### src/rtl/adc_spi_cfg_seq.sv
// SPI configuration sequencer for the two octal ADCs: takes 24-bit instruction
// words over valid/ready and shifts them MSB-first on sclk/sdata with csb1/csb2.
module adc_spi_cfg_seq #(
  parameter int CLK_DIV  = 4,
  parameter int CS_SETUP = 2,
  parameter int CS_HOLD  = 2,
  parameter int CS_GAP   = 4
) (
  input  logic        clk,
  input  logic        rstn,
  input  logic        cfg_valid,
  output logic        cfg_ready,
  input  logic [1:0]  cfg_sel,
  input  logic [23:0] cfg_word,
  input  logic        abort,
  output logic        sclk,
  output logic        sdata,
  output logic        csb1,
  output logic        csb2,
  output logic        busy,
  output logic        done,
  output logic        err,
  output logic [7:0]  word_cnt
);

  localparam int CW = 16;
  localparam logic [CW-1:0] SETUP_LAST = CW'(CS_SETUP - 1);
  localparam logic [CW-1:0] HOLD_LAST  = CW'(CS_HOLD - 1);
  localparam logic [CW-1:0] GAP_LAST   = CW'(CS_GAP - 1);
  localparam logic [CW-1:0] BIT_LAST   = CW'(2 * CLK_DIV - 1);
  localparam logic [CW-1:0] SCLK_HIGH  = CW'(CLK_DIV);

  typedef enum logic [2:0] {
    IDLE,
    SETUP,
    SHIFT,
    HOLD,
    GAP
  } state_t;

  state_t        state_q, state_d;
  logic [CW-1:0] cnt_q, cnt_d;
  logic [4:0]    bit_q, bit_d;
  logic [22:0]   shreg_q, shreg_d;
  logic          aborted_q, aborted_d;
  logic          sclk_q, sclk_d;
  logic          sdata_q, sdata_d;
  logic          csb1_q, csb1_d;
  logic          csb2_q, csb2_d;
  logic          ready_q, ready_d;
  logic          busy_q, busy_d;
  logic          done_q, done_d;
  logic          err_q, err_d;
  logic [7:0]    word_cnt_q, word_cnt_d;
  logic          abort_hit;

  assign abort_hit = abort && ((state_q == SETUP) || (state_q == SHIFT) || (state_q == HOLD));

  always_comb begin
    state_d    = state_q;
    cnt_d      = cnt_q;
    bit_d      = bit_q;
    shreg_d    = shreg_q;
    aborted_d  = aborted_q;
    sclk_d     = sclk_q;
    sdata_d    = sdata_q;
    csb1_d     = csb1_q;
    csb2_d     = csb2_q;
    ready_d    = ready_q;
    busy_d     = busy_q;
    done_d     = 1'b0;
    err_d      = 1'b0;
    word_cnt_d = word_cnt_q;

    case (state_q)
      IDLE: begin
        if (cfg_valid) begin
          if (cfg_sel == 2'b00) begin
            err_d = 1'b1;
          end else begin
            // sdata_q carries the current bit; shreg_q holds the bits still to go
            state_d   = SETUP;
            cnt_d     = '0;
            bit_d     = 5'd0;
            shreg_d   = cfg_word[22:0];
            sdata_d   = cfg_word[23];
            sclk_d    = 1'b0;
            aborted_d = 1'b0;
            csb1_d    = ~cfg_sel[0];
            csb2_d    = ~cfg_sel[1];
            ready_d   = 1'b0;
            busy_d    = 1'b1;
          end
        end
      end
      SETUP: begin
        if (cnt_q == SETUP_LAST) begin
          state_d = SHIFT;
          cnt_d   = '0;
        end else begin
          cnt_d = cnt_q + CW'(1);
        end
      end
      SHIFT: begin
        if (cnt_q == BIT_LAST) begin
          cnt_d  = '0;
          sclk_d = 1'b0;
          if (bit_q == 5'd23) begin
            state_d = HOLD;
          end else begin
            bit_d   = bit_q + 5'd1;
            sdata_d = shreg_q[22];
            shreg_d = {shreg_q[21:0], 1'b0};
          end
        end else begin
          cnt_d  = cnt_q + CW'(1);
          sclk_d = (cnt_d >= SCLK_HIGH);
        end
      end
      HOLD: begin
        if (cnt_q == HOLD_LAST) begin
          state_d = GAP;
          cnt_d   = '0;
          csb1_d  = 1'b1;
          csb2_d  = 1'b1;
        end else begin
          cnt_d = cnt_q + CW'(1);
        end
      end
      GAP: begin
        if (cnt_q == GAP_LAST) begin
          state_d = IDLE;
          cnt_d   = '0;
          ready_d = 1'b1;
          busy_d  = 1'b0;
          if (!aborted_q) begin
            done_d     = 1'b1;
            word_cnt_d = word_cnt_q + 8'd1;
          end
        end else begin
          cnt_d = cnt_q + CW'(1);
        end
      end
      default: begin
        state_d = IDLE;
        ready_d = 1'b1;
        busy_d  = 1'b0;
      end
    endcase

    // Abort overrides everything, including the SHIFT->HOLD step in the same cycle
    if (abort_hit) begin
      state_d   = GAP;
      cnt_d     = '0;
      sclk_d    = 1'b0;
      sdata_d   = 1'b0;
      csb1_d    = 1'b1;
      csb2_d    = 1'b1;
      err_d     = 1'b1;
      aborted_d = 1'b1;
    end
  end

  always_ff @(posedge clk or negedge rstn) begin
    if (!rstn) begin
      state_q    <= IDLE;
      cnt_q      <= '0;
      bit_q      <= 5'd0;
      shreg_q    <= '0;
      aborted_q  <= 1'b0;
      sclk_q     <= 1'b0;
      sdata_q    <= 1'b0;
      csb1_q     <= 1'b1;
      csb2_q     <= 1'b1;
      ready_q    <= 1'b1;
      busy_q     <= 1'b0;
      done_q     <= 1'b0;
      err_q      <= 1'b0;
      word_cnt_q <= 8'd0;
    end else begin
      state_q    <= state_d;
      cnt_q      <= cnt_d;
      bit_q      <= bit_d;
      shreg_q    <= shreg_d;
      aborted_q  <= aborted_d;
      sclk_q     <= sclk_d;
      sdata_q    <= sdata_d;
      csb1_q     <= csb1_d;
      csb2_q     <= csb2_d;
      ready_q    <= ready_d;
      busy_q     <= busy_d;
      done_q     <= done_d;
      err_q      <= err_d;
      word_cnt_q <= word_cnt_d;
    end
  end

  assign cfg_ready = ready_q;
  assign busy      = busy_q;
  assign sclk      = sclk_q;
  assign sdata     = sdata_q;
  assign csb1      = csb1_q;
  assign csb2      = csb2_q;
  assign done      = done_q;
  assign err       = err_q;
  assign word_cnt  = word_cnt_q;

endmodule

### config.mk
export PLATFORM = sky130hd
export DESIGN_NAME = adc_spi_cfg_seq
export DESIGN_NICKNAME = d
export VERILOG_FILES = /design/src/rtl/adc_spi_cfg_seq.sv
export SDC_FILE = /design/constraint.sdc
export NUM_CORES = 1
export LEC_CHECK = 0
export CORE_MARGIN = 1.5
export CORE_UTILIZATION = 25
export CTS_CLUSTER_DIAMETER = 30
export CTS_CLUSTER_SIZE = 12
export DETAILED_ROUTE_END_ITERATION = 12
export PLACE_DENSITY = 0.43
export SKIP_CTS_REPAIR_TIMING = 1
export SLEW_MARGIN = 40
export SYNTH_ARGS = -nofsm -noshare
export SYNTH_HDL_FRONTEND = slang
export SYNTH_SLANG_ARGS = --single-unit
### constraint.sdc
create_clock -name clk -period 5.6 [get_ports clk]
set_input_delay 0.56 -clock clk [delete_from_list [all_inputs] [get_ports clk]]
set_output_delay 0.56 -clock clk [all_outputs]
set_load 0.02 [all_outputs]
==> key figures <==
Worst setup path
  • Max FO, Critical Path: 20
  • Crit path kind: reg -> reg
  • Worst path max stage delay: between 500 and 600 ps
  • Worst EP required: between 5000 and 6000 ps
  • Critical Path Source: cnt_q[9]
  • Crit-path cells: nor4_2 > nand4_1 > a22oi_2 > nand2_1 > a21o_1 > a22o_1
  • Crit Reg-Reg Startpoint: cnt_q[9]
  • Startpoint class of the critical path: register
  • Crit-path slowest cell: nor4_2
  • Worst EP arrival: 2880 ps
  • Worst setup EP type: register

STA
  • Final hold vios: 0
  • Final Setup Violations: 0
  • Final worst-path cycle share: 0.475
  • Clock period minus worst slack: 2660 ps
  • Pins over their slew limit: 0
  • RSZ-0062 raised after global routing: false
  • Relative slew slack: 0.571
  • Worst hold slack: 318 ps
  • Fmax: roughly 0.38 GHz
  • Fin Clk Skew: around 7.5 ps
  • Slew @ Worst Pin: roughly 640 ps
  • Setup TNS: 0 ps
  • Setup ws final: ~2900 ps

Power
  • Leakage power: just under 2 nW
  • Power density over the cells: 419 nW/um2
  • Power Total: 1.84 mW
  • Worst ir drop on vdd: approximately 160 uV

Placement
  • Port Buffer Count: 45
  • Final Wtd Congestion: a little under 0.8
  • DP Wirelength: roughly 5700 um
  • Placed Area: slightly above 4000 um2
  • Dpl cells: between 500 and 600
  • Pre-CTS setup slack: between 2000 and 3000 ps

Routing
  • TritonRoute pass-1 iters: 4
  • Via Count: about 2,800
  • DRT antenna net count: 0
  • Drt total wl: between 8000 and 9000 um
  • Initial detailed-routing violation count: 209
  • Wire per inst: 13.8 um
  • Number of vias per cell: about 4.7
  • Drc violations: 0

Finish
  • Fin cells: just under 600
  • Area Growth Syn to Fin: 25.4%
  • Nets: about 450
  • Final instance area: 4410 um2
  • Final design utilization: 0.319
  • Antenna diode count: 0
  • Share of cells above drive strength 1: 0.0889
  • Layout fillers: 1,432

Outcome
  • Outcome: completed

Logic synthesis
  • Register area share after synthesis: 0.457
  • Top cells by count, synth: 61 x dfrtp_1, 54 x nand2_1, 42 x o21ai_0, 25 x nor2_1, 24 x mux2i_1
  • Mean post-synth cell area: approximately 9 um2
  • Yosys cell types: 56
  • Syn Nets: about 410
  • Synth Register Bits: 64
  • Synth top area share: 0.434
  • Most frequent cell after synthesis: dfrtp_1
  • Post-synth ARST share: 1.00
  • EDFF count, synth: 0
  • Top_reg_cell synth: dfrtp_1
  • Mapped Area: approximately 3500 um2
  • YS warnings: 0
  • Yosys top cell by area: dfrtp_1
  • Top cells by area, synth: dfrtp_1 43%, mux2i_1 6.8%, o21ai_0 6.0%, nand2_1 5.8%, a21oi_1 2.7%
  • Syn Inst Count: between 300 and 400

Clock network
  • Clock root buffer master: clkbuf_16
  • Clk Latency, worst-skew pair: 340 ps
  • Reg clk slew, reported paths: around 60 ps
  • CTS tree: yes
  • Clock Path Buffers: 2
  • H-tree depth: 3
  • Num CTS Buffers: 9
  • Sink Count: 64

Global routing
  • Gr usage total: 0.122
  • Global-route wire length before repair: roughly 14,000 um
  • Vias in the first global route: ~2,700
  • Largest net degree at the start of global routing: 65
  • Global route overflow: 0
  • Initial antenna violation count: 0

Job
  • Max cap viols: 0

Die
  • Die W: 122 um
  • Die Ht: 122 um
  • Initial Util: 0.254
  • Die area: 14,800 um2
  • Core box area: about 14,000 um2
  • Rows: 43
  • I/O Pins: 46

Hold path
  • Min-Delay Path Class: in -> async
worst max-delay path, delay by kind of cell, from the launching register on:
kind             cells  cell delay [ps]
flip-flops           1              480
AO/OA/AOI/OAI        3              780
AND/OR/NAND/NOR      3             1290
placed cells by master, fill, tap and decap left out, drive strengths merged, types with 4 or more instances in the layout:
cell | Yosys | layout
dfrtp | 61 | 61
ha | 4 | 4
and3 | 5 | 5
o21ai | 44 | 44
clkinv | 0 | 5
clkbuf | 15 | 9
inv | 6 | 6
a31oi | 10 | 10
nand2 | 54 | 54
xor2 | 4 | 4
clkdlybuf4s50 | 0 | 44
nor3 | 8 | 8
nor4 | 4 | 4
nand3 | 11 | 11
mux2i | 24 | 24
xnor2 | 9 | 9
nor4b | 4 | 4
nor2 | 25 | 25
nand4 | 11 | 11
a21oi | 19 | 19
buf | 13 | 5
a21o | 8 | 8
and2 | 4 | 4
routing by layer:
layer	vias to the layer above	wire length [um]	global-route usage
met1	1320	4140	0.171
met4	0	97	0.0441
met2	56	3580	0.177
li1	1416	-	-
met5	-	0	0
met3	8	375	0.0360
state kept, by name (all words and copies together) (netlist names):
name and count:
cnt_q 16, word_cnt 8, cfg_ready 1, sdata 1, sclk 1, err 1, shreg_q 23, aborted_q 1
csb1 1, bit_q 5, state_q 3, csb2 1, busy 1, done 1
final cells by class:
class | instances | area [um2] | area share
Inverter | 6 | 22.5 | 0.00511
Tap cell | 180 | 225 | 0.0511
Clock inverter | 7 | 96.3 | 0.0219
Multi-Input combinational cell | 281 | 1750 | 0.398
Timing Repair Buffer | 49 | 479 | 0.109
Clock buffer | 9 | 225 | 0.0511
Sequential cell | 64 | 1610 | 0.364
power by group:
part	internal (mW)	switching, mW
Combinational	0.227	0.312
Clock	0.390	0.217
Sequential	0.595	0.104
cell families (layout without fill, tap and decap cells):
| group | after synthesis | after routing | synth area share |
|---|---|---|---|
| buffers and inverters | 34 | 71 | 0.0455 |
| AOI/OAI and AO/OA | 99 | 99 | 0.167 |
| DFF | 64 | 64 | 0.457 |
| xor gates and xnor gates | 13 | 13 | 0.0324 |
| adders and majority gates | 4 | 4 | 0.0142 |
| and+or+nand+nor | 140 | 140 | 0.213 |
| muxes | 25 | 25 | 0.0715 |
final timing paths:
path                               endpoint  slack, ps  cells after the start
worst max-delay path              cnt_q[14]       2940                      6
max in group asynchronous          cnt_q[0]       4870                      2
worst min register to register  word_cnt[7]        470                      1
worst max register to register    cnt_q[14]       2940                      6
worst min-delay path            shreg_q[15]        320                      2
min in group clk                word_cnt[7]        470                      1
No activity file was read; power rests on OpenSTA's default activity.
